[config.mk]
export PLATFORM = sky130hd
export DESIGN_NAME = tick_scheduler
export DESIGN_NICKNAME = d
export VERILOG_FILES = /design/src/rtl/tick_scheduler.sv
export SDC_FILE = /design/constraint.sdc
export NUM_CORES = 1
export LEC_CHECK = 0
export CAP_MARGIN = 5
export CORE_ASPECT_RATIO = 0.8
export CORE_MARGIN = 4
export CORE_UTILIZATION = 23
export CTS_CLUSTER_DIAMETER = 100
export DETAILED_ROUTE_END_ITERATION = 16
export GPL_TIMING_DRIVEN = 0
export PLACE_DENSITY = 0.34
export SLEW_MARGIN = 20
export SYNTH_ARGS = -nofsm -noshare
export SYNTH_HDL_FRONTEND = slang
export SYNTH_SLANG_ARGS = --single-unit
[constraint.sdc]
create_clock -name clk_in -period 5.01 [get_ports clk_in]
set_input_delay 1.002 -clock clk_in [delete_from_list [all_inputs] [get_ports clk_in]]
set_output_delay 1.002 -clock clk_in [all_outputs]
set_load 0.02 [all_outputs]
[src/rtl/tick_scheduler.sv]
// tick_scheduler: a shared prescaler producing a base tick every DIV clocks,
// plus four independently configurable channels that pulse every P base ticks.
// Channels are written through a valid/ready port that is closed only during
// base-tick cycles, so a configuration write never collides with a count step.
module tick_scheduler #(
    parameter int DIV = 100000,
    parameter int PW  = 16
) (
    input  logic          clk_in,
    input  logic          reset_in,
    input  logic          run,
    input  logic          cfg_valid,
    output logic          cfg_ready,
    input  logic [1:0]    cfg_chan,
    input  logic [PW-1:0] cfg_period,
    input  logic          cfg_en,
    output logic          base_tick,
    output logic [3:0]    ch_tick,
    output logic [3:0]    ch_active
);

    localparam int              PRW        = $clog2(DIV);
    localparam logic [PRW-1:0]  PRESC_LOAD = PRW'(DIV - 1);

    logic [PRW-1:0] r_presc;
    logic           w_base_tick;
    logic           w_xfer;
    logic [3:0]     w_ch_tick;
    logic [3:0]     w_ch_active;

    // The base tick is the last count of the prescaler while running.
    assign w_base_tick = run && (r_presc == '0);
    assign w_xfer      = cfg_valid && !w_base_tick;

    assign base_tick   = w_base_tick;
    assign cfg_ready   = !w_base_tick;
    assign ch_tick     = w_ch_tick;
    assign ch_active   = w_ch_active;

    // Prescaler: held at its preload while stopped so a restart always
    // produces the first base tick a full DIV cycles later.
    always_ff @(posedge clk_in or negedge reset_in) begin
        if (!reset_in) begin
            r_presc <= PRESC_LOAD;
        end else if (!run || (r_presc == '0)) begin
            r_presc <= PRESC_LOAD;
        end else begin
            r_presc <= r_presc - PRW'(1);
        end
    end

    generate
        for (genvar gi = 0; gi < 4; gi++) begin : g_chan
            logic [PW-1:0] r_period;
            logic [PW-1:0] r_count;
            logic          r_active;
            logic          r_tick;
            logic          w_sel;
            logic          w_expire;

            assign w_sel    = w_xfer && (cfg_chan == 2'(gi));
            assign w_expire = w_base_tick && r_active && (r_count == '0);

            // Channel state: a write restarts the phase (count starts at P-1 so
            // the P-th base tick expires it); otherwise count down on base ticks.
            // A write and a base tick are mutually exclusive by construction.
            always_ff @(posedge clk_in or negedge reset_in) begin
                if (!reset_in) begin
                    r_period <= '0;
                    r_count  <= '0;
                    r_active <= 1'b0;
                end else if (w_sel) begin
                    r_period <= cfg_period;
                    r_count  <= cfg_period - PW'(1);
                    r_active <= cfg_en && (cfg_period != '0);
                end else if (w_base_tick && r_active) begin
                    if (r_count == '0) begin
                        r_count <= r_period - PW'(1);
                    end else begin
                        r_count <= r_count - PW'(1);
                    end
                end
            end

            // Output pulse, registered so it appears the cycle after the base
            // tick; independent of writes so an already-due pulse is never lost.
            always_ff @(posedge clk_in or negedge reset_in) begin
                if (!reset_in) begin
                    r_tick <= 1'b0;
                end else begin
                    r_tick <= w_expire;
                end
            end

            assign w_ch_tick[gi]   = r_tick;
            assign w_ch_active[gi] = r_active;
        end
    endgenerate

endmodule

======== Word-level counts from Yosys, hierarchy flattened ========
Index checks and enable logic that the tools add are counted.
word-level totals
  flip-flop bits (word level) ............. 153
  output and inout port bits .............. 10
cells by class
  muxes and demuxes ....................... 13
  eq/ne operators ......................... 3
  reductions and logical operators ........ 29
  add/subtract/negate cells ............... 10
operators by type and width
  cell                                                 number
  2-to-1 mux 16 bit                                    12
  subtractor 16 x 1 -> 16 bit (second input constant)  9
  logical NOT 16 bit                                   4
  logical NOT 17 bit                                   1
  2-to-1 mux 17 bit                                    1
  subtractor 17 x 1 -> 17 bit (second input constant)  1
  nonzero test 16 bit                                  1
  logical AND 1 bit                                    15
  nonzero test 2 bit                                   4
  == test 2 bit (second input constant)                2
  == test 2 x 1 -> 1 bit (second input constant)       1
  logical NOT 1 bit                                    2
  logical NOT 2 bit                                    1
  logical OR 1 bit                                     1

======== Logic depth before layout (Yosys ltp) ========
Gate-level depths: netlist of the first run.
  depth in word-level cells ............... 6
  depth in mapped cells ................... 14
  gate-level depth less buffers ........... 11

======== Worst setup path before layout of the first run ========
OpenSTA, ideal clock, no wires.
  path type ............................... register to register
  start point ............................. reg g_chan[3].r_count[11]
  end point ............................... reg g_chan[3].r_count[10]
  library setup time ...................... 0.069 ns
  path slack .............................. 1.941 ns
  required time ........................... 4.941 ns
  stages on the path, launching flop included .. 15
  period minus slack after synthesis ...... 3.069 ns
  arrival ................................. 3.001 ns
  path through ............................ dfrtp_1 -> or4_1 -> or3_1 -> buf_2 -> nor2_4 -> buf_2 -> buf_4 -> a21oi_1 -> ha_1 -> nand2_1 -> nor2_1 -> o311ai_2 -> nor4_1 -> or3_1 -> nand3_1
on the way
  cells in the longest elaborated chain, start to end .. 4
ends and longest elaborated chain
  item                      RTL line  text
  start: declaration        55        logic [PW-1:0] r_count;
  start signal: assignment  74        r_count <= cfg_period - PW'(1);
  start signal: assignment  78        r_count <= r_period - PW'(1);
  start signal: assignment  80        r_count <= r_count - PW'(1);
  logical NOT 16 bit        77        if (r_count == '0) begin
  2-to-1 mux 16 bit         77
  2-to-1 mux 16 bit         76        end else if (w_base_tick && r_active) begin
  2-to-1 mux 16 bit         72        end else if (w_sel) begin
No other way between the ends. The select of a mux whose other input is x is not followed.
A chain may end at the register's enable or synchronous reset.

======== Worst setup path in the final report of the first run ========
  start point ............................. reg r_presc[0]
  end point ............................... out base_tick
on the way
  cells in the longest elaborated chain, start to end .. 2
ends and longest elaborated chain
  item                      RTL line  text
  start: declaration        25        logic [PRW-1:0] r_presc;
  start signal: assignment  48        r_presc <= r_presc - PRW'(1);
  logical NOT 17 bit        32        assign w_base_tick = run && (r_presc == '0);
  logical AND 1 bit         32
  end: declaration          17        output logic base_tick,
No other way between the ends.

==> results.md, run 1 <==
* Nets at 1174
* Pwr/cell area at approximately 350 nW/um^2
* Hold-fix buffers at CTS at 0
* Grt ovf at 0
* Yosys top cell area share at 39.6%
* Vias at 8510
* Synth Warn # at 0
* Tcrit/Tclk final at 86.1%
* First-pass GRT wire length at 55500 um
* Post-synth EDFFs at 0
* GR Layer Usage met1 at 26.0%
* Largest net degree at the start of global routing at 57
* Grt peak-use layer: met1
* H-tree levels at 4
* Final Util at between 20% and 30%
* Setup TNS at 0 ns
* Final Hold Viols at 0
* Routed WL per cell at 21.6 um
* Count leader, synth: nand2_1
* Yosys cell types at 78
* Die Ht at around 190 um
* Post-CTS setup buffer count at 0
* Largest area contributor in the netlist: dfrtp_1
* Area Overhead vs Synth at 17.7%
* Setup slack after layout at 0.698 ns
* Sink Count at 153
* Syn Nets at between 1000 and 1500
* DR vias/cell at 5.05
* GR Util met3 at around 3.2%
* Final Instance Count excl. Fillers at 1685
* Cells after synthesis at 1101
* Violation count after the first detailed-route iteration at 598
* Endpoints failing setup at 0
* Top-Level Pins at 33
* DP Wirelength at 25900 um
* Pleak at about 4.3 nW
* Gr usage total at 17.4%
* GPL Wtd Cong at 0.802
* Finished Cell Area at 10600 sq um
* Post-CTS sizing at 0
* Slew HR at 21.4%
* Setup Skew at 0.00939 ns
* Clock Latency Late Sink at 0.45 ns
* Cell Rows at between 60 and 70
* Crit Path Max Fanout at 10
* Initial antenna violation count at 0
* CTS clk-pin slew, worst paths at 0.07 ns
* Sequential share of the synthesized area at ~42%
* CP arrival at 3.31 ns
* Detailed Route WL at around 36000 um
* Root buffer cell: clkbuf_16
* Synth cell count leaders: 251 x nand2_1, 143 x dfrtp_1, 88 x nor2_1, 69 x a21oi_1, 64 x o21ai_0
* Mapped Area at 9040 sq um
* MaxCap Viol Count at 0
* DR pass1 iterations at 5
* Antenna diodes at 0
* Max clock buf depth at 2
* Remaining DRCs at 0
* Worst Max-Slew Pin Slew at 1.17 ns
* Grt met2 use at 25.8%
* Ys async rst share at 100%
* Startpoint types: flop
* Die ar. at roughly 43000 sq um
* Reg2Reg Depth at 12
* Core Area at about 39000 sq um
* Worst Setup Path Type: reg -> out
* RSZ-0062 raised after global routing: false
* Power Total at 3.71 mW
* Status: completed
* CTS tree: built
* Synth top area cells: dfrtp_1 40%, nand2_1 10%, a21oi_1 3.8%, nor2_1 3.7%, o21ai_0 3.5%
* Layout cells sized above 1 at between 8 and 9%
* Vias in the first global route at 8322
* Dpl cell area at 10000 sq um
* Initial Utilization at 23.5%
* # port buffers at 23
* Hold path depth at 1
* Avg Inst Size Synth at 8.21 sq um
* TritonCTS Buffers at 17
* Worst Setup End Kind: primary output
* Post-route ant nets at 0
* Tmin final at 4.31 ns
* Die X at 230 um
* VDD IR-drop max at around 0.20 mV
* #FFs+latches synth at roughly 150
* Pre-CTS WS at 0.679 ns
* Data required, critical path at 4.01 ns
* Fmax at 0.232 GHz
* Hold slack at 0.453 ns
* Worst Hold Class: reg -> reg
* Placed cell count at about 1700
* Synth Flop Type: dfrtp_1
* Pins Over Slew Limit at 0
==> state kept, by name, summed over array words and instances, names as in the netlist <==
name             flops
g_chan.r_tick        4
r_presc             17
g_chan.r_count      64
g_chan.r_period     64
g_chan.r_active      4
==> area by class of cell <==
| type | count | area (sq um) |
|---|---|---|
| multi-input combinational | 876 | 4910 |
| sequential | 153 | 3840 |
| inverter | 11 | 41.3 |
| timing repair buffer | 25 | 290 |
| buffer | 61 | 298 |
| fill | 4219 | 27900 |
| clock inverter | 9 | 115 |
| clock buffer | 22 | 484 |
| tap | 528 | 661 |
==> path summary, 6_finish.rpt <==
check	startpoint	to	slack [ns]
worst max-delay path	r_presc[0]$_DFF_PN1_	base_tick	0.70
worst min-delay path	r_presc[0]$_DFF_PN1_	r_presc[0]$_DFF_PN1_	0.45
worst max register to register	g_chan[0].r_count[7]$_DFFE_PN0P_	g_chan[0].r_count[12]$_DFFE_PN0P_	1.27
worst min register to register	r_presc[0]$_DFF_PN1_	r_presc[0]$_DFF_PN1_	0.45
max in group asynchronous	reset_in	g_chan[1].r_count[9]$_DFFE_PN0P_	3.88
min in group asynchronous	reset_in	g_chan[3].r_count[7]$_DFFE_PN0P_	0.46
==> kinds of logic after synthesis <==
logic type | after synthesis | synth area share [%]
AND/OR/NAND/NOR | 548 | 28.6
AO/OA/AOI/OAI | 271 | 19.3
flip-flops | 153 | 42.5
buffers and inverters | 72 | 3.75
XOR/XNOR | 42 | 4.07
multiplexers | 9 | 0.996
adder cells (fa/ha/maj) | 6 | 0.830
==> layout by cell type (no fill, tap or decap), drive strengths merged, types with 8 or more instances in the layout <==
cell	instances
nand2	251
dfrtp	143
nor2	91
a21oi	69
o21ai	65
nor3	56
clkbuf	55
buf	31
nand3	28
or3	25
xor2	24
clkdlybuf4s50	22
nor4	21
a22oi	20
a31oi	18
or4	18
xnor2	18
o211ai	14
inv	12
and3	11
a21o	10
and2	10
dfstp	10
mux2i	9
o31ai	8
==> critical path: stages, from the launching register on <==
cell	delay (ns)
dfstp_2	0.37
inv_1	0.05
ha_1	0.19
or3b_4	0.43
or3_4	0.38
nor4_4	0.53
buf_6	0.28
clkdlybuf4s50_1	0.63
==> where the power goes <==
group          total [mW]  leakage (nW)  switching (mW)  internal [mW]
clock                1.36         0.277           0.570          0.786
combinational       0.701          2.13           0.426          0.275
sequential           1.65          1.90           0.239           1.41
total                3.71          4.31            1.24           2.47
==> routing by layer <==
| layer | vias to the layer above | part of all wire [%] |
|---|---|---|
| li1 | 4038 | - |
| met1 | 4214 | 51 |
| met2 | 222 | 42 |
| met3 | 36 | 4.8 |
| met4 | 0 | 1.6 |
| met5 | - | 0 |
Power figures use the tool's default switching activity.
==> run 2: changes to the inputs <==
MAX_ROUTING_LAYER = met4   (was default)
==> run 2 against run 1 <==
- critical path depth did not move
- sequential share of layout area barely moved
- core utilization barely moved
- sequential cell count unchanged
- clock skew fell by 0.0020 ns
- largest cell class unchanged
==> results.md, run 2 (synthesized netlist as in run 1, its figures left out) <==
* Data required, critical path at 4.01 ns (about the same)
* CP arrival at 3.31 ns (about the same)
* Fmax at 0.232 GHz (about the same)
* Final Util at 27.6% (about the same)
* Max clock buf depth at 2 (unchanged)
* Worst Max-Slew Pin Slew at 1.12 ns (was 1.17 ns)
* Die ar. at 42600 sq um (unchanged)
* Sink Count at 153 (unchanged)
* Hold path depth at 1 (unchanged)
* GPL Wtd Cong at 0.814 (was 0.802)
* CTS tree: built (unchanged)
* Post-CTS setup buffer count at 0 (unchanged)
* Largest registers: g_chan.r_count x64, g_chan.r_period x64, r_presc x17 (unchanged)
* Power Total at 3.71 mW (about the same)
* Worst Setup Path Type: reg -> out (unchanged)
* Crit. Startpoint: r_presc[0]$_DFF_PN1_ (unchanged)
* Worst reg2reg endpoint: g_chan[0].r_count[12]$_DFFE_PN0P_ (unchanged)
* Gr usage total at 18.0% (was 17.4%)
* Slew HR at 25.1% (was 21.4%)
* DR pass1 iterations at 5 (unchanged)
* Most frequent cells in the layout: 251 x nand2_1, 143 x dfrtp_1, 88 x nor2_1, 69 x a21oi_1, 64 x o21ai_0 (unchanged)
* MaxCap Viol Count at 0 (unchanged)
* Worst-path cell chain: inv_1 > ha_1 > or3b_4 > or3_4 > nor4_4 > buf_6 > clkdlybuf4s50_1 (unchanged)
* Worst Setup End Kind: primary output (unchanged)
* Endpoints failing setup at 0 (unchanged)
* Placed cell count at 1654 (unchanged)
* Post-route ant nets at 0 (unchanged)
* Core Area at 38500 sq um (unchanged)
* Reg2Reg Depth at 12 (unchanged)
* Fillers at 4218 (was 4219)
* Worst setup path end: base_tick (unchanged)
* Register-to-register path setup slack at 1.25 ns (was 1.27 ns)
* Tcrit/Tclk final at 86.0% (was 86.1%)
* Cell Rows at 64 (unchanged)
* Commonest non-fill, non-tap cell in the layout: nand2_1 (unchanged)
* Origin of the critical flop-to-flop path: g_chan[0].r_count[7]$_DFFE_PN0P_ (unchanged)
* Remaining DRCs at 0 (unchanged)
* Setup Skew at 0.00738 ns (was 0.00939 ns)
* Post-CTS sizing at 0 (unchanged)
* TritonCTS Buffers at 17 (unchanged)
* Pre-CTS WS at 0.679 ns (unchanged)
* Violation count after the first detailed-route iteration at 563 (was 598)
* Setup slack after layout at 0.703 ns (was 0.698 ns)
* Hold-fix buffers at CTS at 0 (unchanged)
* H-tree levels at 4 (unchanged)
* RSZ-0062 raised after global routing: false (unchanged)
* Layout cells sized above 1 at 8.21% (unchanged)
* Final Instance Count excl. Fillers at 1686 (was 1685)
* Status: completed (unchanged)
* Pleak at 4.31 nW (unchanged)
* DP Wirelength at 25900 um (unchanged)
* Tmin final at 4.31 ns (about the same)
* Clock Latency Late Sink at 0.45 ns (about the same)
* Top-Level Pins at 33 (unchanged)
* Crit Path Max Fanout at 10 (unchanged)
* Pins Over Slew Limit at 0 (unchanged)
* Die Ht at 185 um (unchanged)
* Initial antenna violation count at 0 (unchanged)
* CP max stage delay at 0.63 ns (about the same)
* Hold slack at 0.453 ns (about the same)
* Detailed Route WL at 36300 um (was 36400 um)
* Vias in the first global route at 8305 (was 8322)
* CP max stage cell: clkdlybuf4s50_1 (unchanged)
* # port buffers at 23 (unchanged)
* Startpoint types: flop (unchanged)
* First-pass GRT wire length at 55500 um (about the same)
* Area Overhead vs Synth at 17.7% (about the same)
* Worst Hold Class: reg -> reg (unchanged)
* DR vias/cell at 5.06 (was 5.05)
* VDD IR-drop max at 0.200 mV (was 0.201 mV)
* Crit-path leading delay family: simple AND/OR/NAND/NOR gates (unchanged)
* Final Hold Viols at 0 (unchanged)
* CP bufs+invs at 3 (unchanged)
* Grt ovf at 0 (unchanged)
* Routed WL per cell at 21.6 um (about the same)
* CTS clk-pin slew, worst paths at 0.07 ns (about the same)
* Vias at 8531 (was 8510)
* Stages on worst setup path at 7 (unchanged)
* Die X at 230 um (unchanged)
* Nets at 1174 (unchanged)
* Root buffer cell: clkbuf_16 (unchanged)
* Largest net degree at the start of global routing at 57 (unchanged)
* Initial Utilization at 23.5% (unchanged)
* Pwr/cell area at 349 nW/um^2 (about the same)
-- run 2: how the worst min path moves through the flow --
stage | endpoint | slack [ns] | from
2_1_floorplan | r_presc[0]$_DFF_PN1_ | 0.43 | r_presc[0]$_DFF_PN1_
3_3_place_gp | r_presc[0]$_DFF_PN1_ | 0.44 | r_presc[0]$_DFF_PN1_
3_5_place_dp | r_presc[0]$_DFF_PN1_ | 0.44 | r_presc[0]$_DFF_PN1_
4_1_cts | r_presc[0]$_DFF_PN1_ | 0.45 | r_presc[0]$_DFF_PN1_
5_1_grt | r_presc[0]$_DFF_PN1_ | 0.46 | r_presc[0]$_DFF_PN1_
6_report | r_presc[0]$_DFF_PN1_ | 0.45 | r_presc[0]$_DFF_PN1_
-- run 2: where the power goes --
group / switching (mW) / internal, mW / total, mW
combinational: 0.425 / 0.275 / 0.701
sequential: 0.241 / 1.41 / 1.65
clock: 0.571 / 0.786 / 1.36
-- run 2: area by class of cell --
class                           count  area, sq um  share of cell area [%]
Sequential cell                   153         3840                    36.1
Multi-Input combinational cell    876         4910                    46.1
Tap cell                          528          661                    6.21
Inverter                           11         41.3                   0.388
Antenna cell                        1         2.50                  0.0235
Buffer                             61          298                    2.80
Clock inverter                      9          115                    1.08
Timing Repair Buffer               25          290                    2.73
Clock buffer                       22          484                    4.55
-- run 2: per-stage QoR --
stage,cell area [sq um],TNS [ns]
4_1_cts,10600,0
5_1_grt,10600,0
2_1_floorplan,9040,0
3_5_place_dp,10000,0
3_3_place_gp,9930,-649.61
6_report,10600,0
-- run 2: per-layer routing --
metal  GRT usage (%)  routed length [um]  vias up
met2            25.8               15400      203
met5               -                   0        -
li1                -                   -     4041
met3            3.15                1790       34
met4            4.62                 558        0
met1            26.0               18600     4253
==> run 3: changes to the inputs <==
PLACE_DENSITY = default   (was 0.34)
PLACE_DENSITY_LB_ADDON = 0.3   (was default)
==> run 3 against run 2 <==
- sequential cell count stayed put
- fmax shrank 0.54%
- clock skew grew 0.0016 ns
- critical path type unchanged
- highest routed layer unchanged
==> results.md, run 3 (synthesized netlist as in run 1, its figures left out) <==
* Status: completed (unchanged)
* Area Overhead vs Synth at 17.8% (was 17.7%)
* Vias in the first global route at 8389 (was 8305)
* Post-route ant nets at 0 (unchanged)
* Gr usage total at 15.7% (was 18.0%)
* Most frequent cells in the layout: 251 x nand2_1, 143 x dfrtp_1, 88 x nor2_1, 69 x a21oi_1, 64 x o21ai_0 (unchanged)
* Clock Latency Late Sink at 0.44 ns (was 0.45 ns)
* Die ar. at 42600 sq um (unchanged)
* DP Wirelength at 23000 um (was 25900 um)
* TritonCTS Buffers at 17 (unchanged)
* Max clock buf depth at 2 (unchanged)
* Largest net degree at the start of global routing at 88 (was 57)
* Core Area at 38500 sq um (unchanged)
* H-tree levels at 4 (unchanged)
* Vias at 8840 (was 8531)
* Pwr/cell area at 360 nW/um^2 (was 349 nW/um^2)
* Commonest non-fill, non-tap cell in the layout: nand2_1 (unchanged)
* Slew HR at 24.5% (was 25.1%)
* CTS clk-pin slew, worst paths at 0.06 ns (was 0.07 ns)
* Remaining DRCs at 0 (unchanged)
* Sink Count at 153 (unchanged)
* Hold-fix buffers at CTS at 0 (unchanged)
* Data required, critical path at 4.01 ns (about the same)
* Fillers at 4122 (was 4218)
* Worst-path cell chain: inv_1 > ha_1 > or3b_4 > or3_4 > nor4_4 > buf_6 > clkdlybuf4s50_1 (unchanged)
* Die X at 230 um (unchanged)
* Worst Setup Path Type: reg -> out (unchanged)
* CP arrival at 3.33 ns (was 3.31 ns)
* Post-CTS sizing at 0 (unchanged)
* Worst Hold Class: reg -> reg (unchanged)
* Tmin final at 4.33 ns (was 4.31 ns)
* Largest registers: g_chan.r_count x64, g_chan.r_period x64, r_presc x17 (unchanged)
* Root buffer cell: clkbuf_16 (unchanged)
* VDD IR-drop max at 0.184 mV (was 0.200 mV)
* CP max stage delay at 0.66 ns (was 0.63 ns)
* Startpoint types: flop (unchanged)
* CTS tree: built (unchanged)
* Hold slack at 0.452 ns (was 0.453 ns)
* Tcrit/Tclk final at 86.4% (was 86.0%)
* Top-Level Pins at 33 (unchanged)
* Crit Path Max Fanout at 10 (unchanged)
* Worst Setup End Kind: primary output (unchanged)
* Initial Utilization at 23.5% (unchanged)
* Grt ovf at 0 (unchanged)
* Die Ht at 185 um (unchanged)
* First-pass GRT wire length at 50500 um (was 55500 um)
* Antenna diodes at 0 (was 1)
* Layout cells sized above 1 at 7.78% (was 8.21%)
* Violation count after the first detailed-route iteration at 915 (was 563)
* Routed WL per cell at 19.2 um (was 21.6 um)
* Worst Max-Slew Pin Slew at 1.12 ns (about the same)
* Post-CTS setup buffer count at 0 (unchanged)
* Setup Skew at 0.00902 ns (was 0.00738 ns)
* RSZ-0062 raised after global routing: false (unchanged)
* DR pass1 iterations at 7 (was 5)
* Setup TNS at 0 ns (unchanged)
* Pleak at 4.34 nW (was 4.31 nW)
* Final Instance Count excl. Fillers at 1685 (was 1686)
* MaxCap Viol Count at 0 (unchanged)
* Initial antenna violation count at 0 (unchanged)
* Placed cell count at 1653 (was 1654)
* Fmax at 0.231 GHz (was 0.232 GHz)
* Nets at 1173 (was 1174)
* Cell Rows at 64 (unchanged)
* Endpoints failing setup at 0 (unchanged)
* GPL Wtd Cong at 0.912 (was 0.814)
* Pins Over Slew Limit at 0 (unchanged)
* Detailed Route WL at 32300 um (was 36300 um)
* # port buffers at 23 (unchanged)
* Final Hold Viols at 0 (unchanged)
* Power Total at 3.84 mW (was 3.71 mW)
* DR vias/cell at 5.25 (was 5.06)
* CP max stage cell: clkdlybuf4s50_1 (unchanged)
-- run 3: cell types whose count changed in the layout (fill, tap and decap cells not counted), sizes merged --
cell / delta
bufinv: +4
clkbuf: -2
clkinv: +4
inv: -1
buf: -1
diode: -1
clkinvlp: -4
-- run 3: final timing paths --
check,end,slack [ns],from,depth (start not counted)
max,base_tick,0.68,r_presc[0]$_DFF_PN1_,7
max in group asynchronous,g_chan[3].r_period[9]$_DFFE_PN0P_,3.63,reset_in,2
max reg2reg,g_chan[0].r_count[12]$_DFFE_PN0P_,1.25,g_chan[0].r_count[7]$_DFFE_PN0P_,12
min,r_presc[0]$_DFF_PN1_,0.45,r_presc[0]$_DFF_PN1_,1
min in group asynchronous,g_chan[3].r_tick$_DFF_PN0_,0.50,reset_in,1
min reg2reg,r_presc[0]$_DFF_PN1_,0.45,r_presc[0]$_DFF_PN1_,1
-- run 3: per-layer routing --
metal / up-vias / share of wire (%) / global-route usage [%]
li1: 4042 / - / -
met1: 4351 / 49 / 22.8
met2: 385 / 41 / 21.5
met3: 62 / 8.3 / 3.81
met4: 0 / 2.3 / 4.43
met5: - / 0 / -
-- run 3: power breakdown --
| group | switching (mW) | internal, mW | total [mW] |
|---|---|---|---|
| clock network | 0.554 | 0.960 | 1.51 |
| logic | 0.416 | 0.273 | 0.689 |
| registers | 0.226 | 1.41 | 1.64 |
| total | 1.20 | 2.64 | 3.84 |
-- run 3: cell type report --
cell class / instances / area, sq um / share of cell area (%)
multi-input cells: 876 / 4870 / 45.7
clock buffers: 20 / 457 / 4.29
inverters: 11 / 41.3 / 0.388
flip-flops and latches: 153 / 3840 / 36.1
plain buffers: 61 / 298 / 2.80
clock inverters: 12 / 220 / 2.07
well taps: 528 / 661 / 6.20
repair buffers: 24 / 263 / 2.47
-- run 3: worst max-delay path, delay by kind of cell (launching register included) --
| family | cells | cell delay [ns] |
|---|---|---|
| simple gates | 3 | 1.34 |
| flops | 1 | 0.37 |
| buf+inv | 3 | 0.98 |
| fa+ha+maj | 1 | 0.19 |
-- run 3: through the flow --
step	cell area, sq um	util (%)	setup slack, ns
2_1_floorplan	9040	-	1.94
3_3_place_gp	9930	25.8	-3.75
3_5_place_dp	9970	25.9	0.827
4_1_cts	10700	27.7	0.604
5_1_grt	10700	27.7	0.499
6_report	10700	27.7	0.680
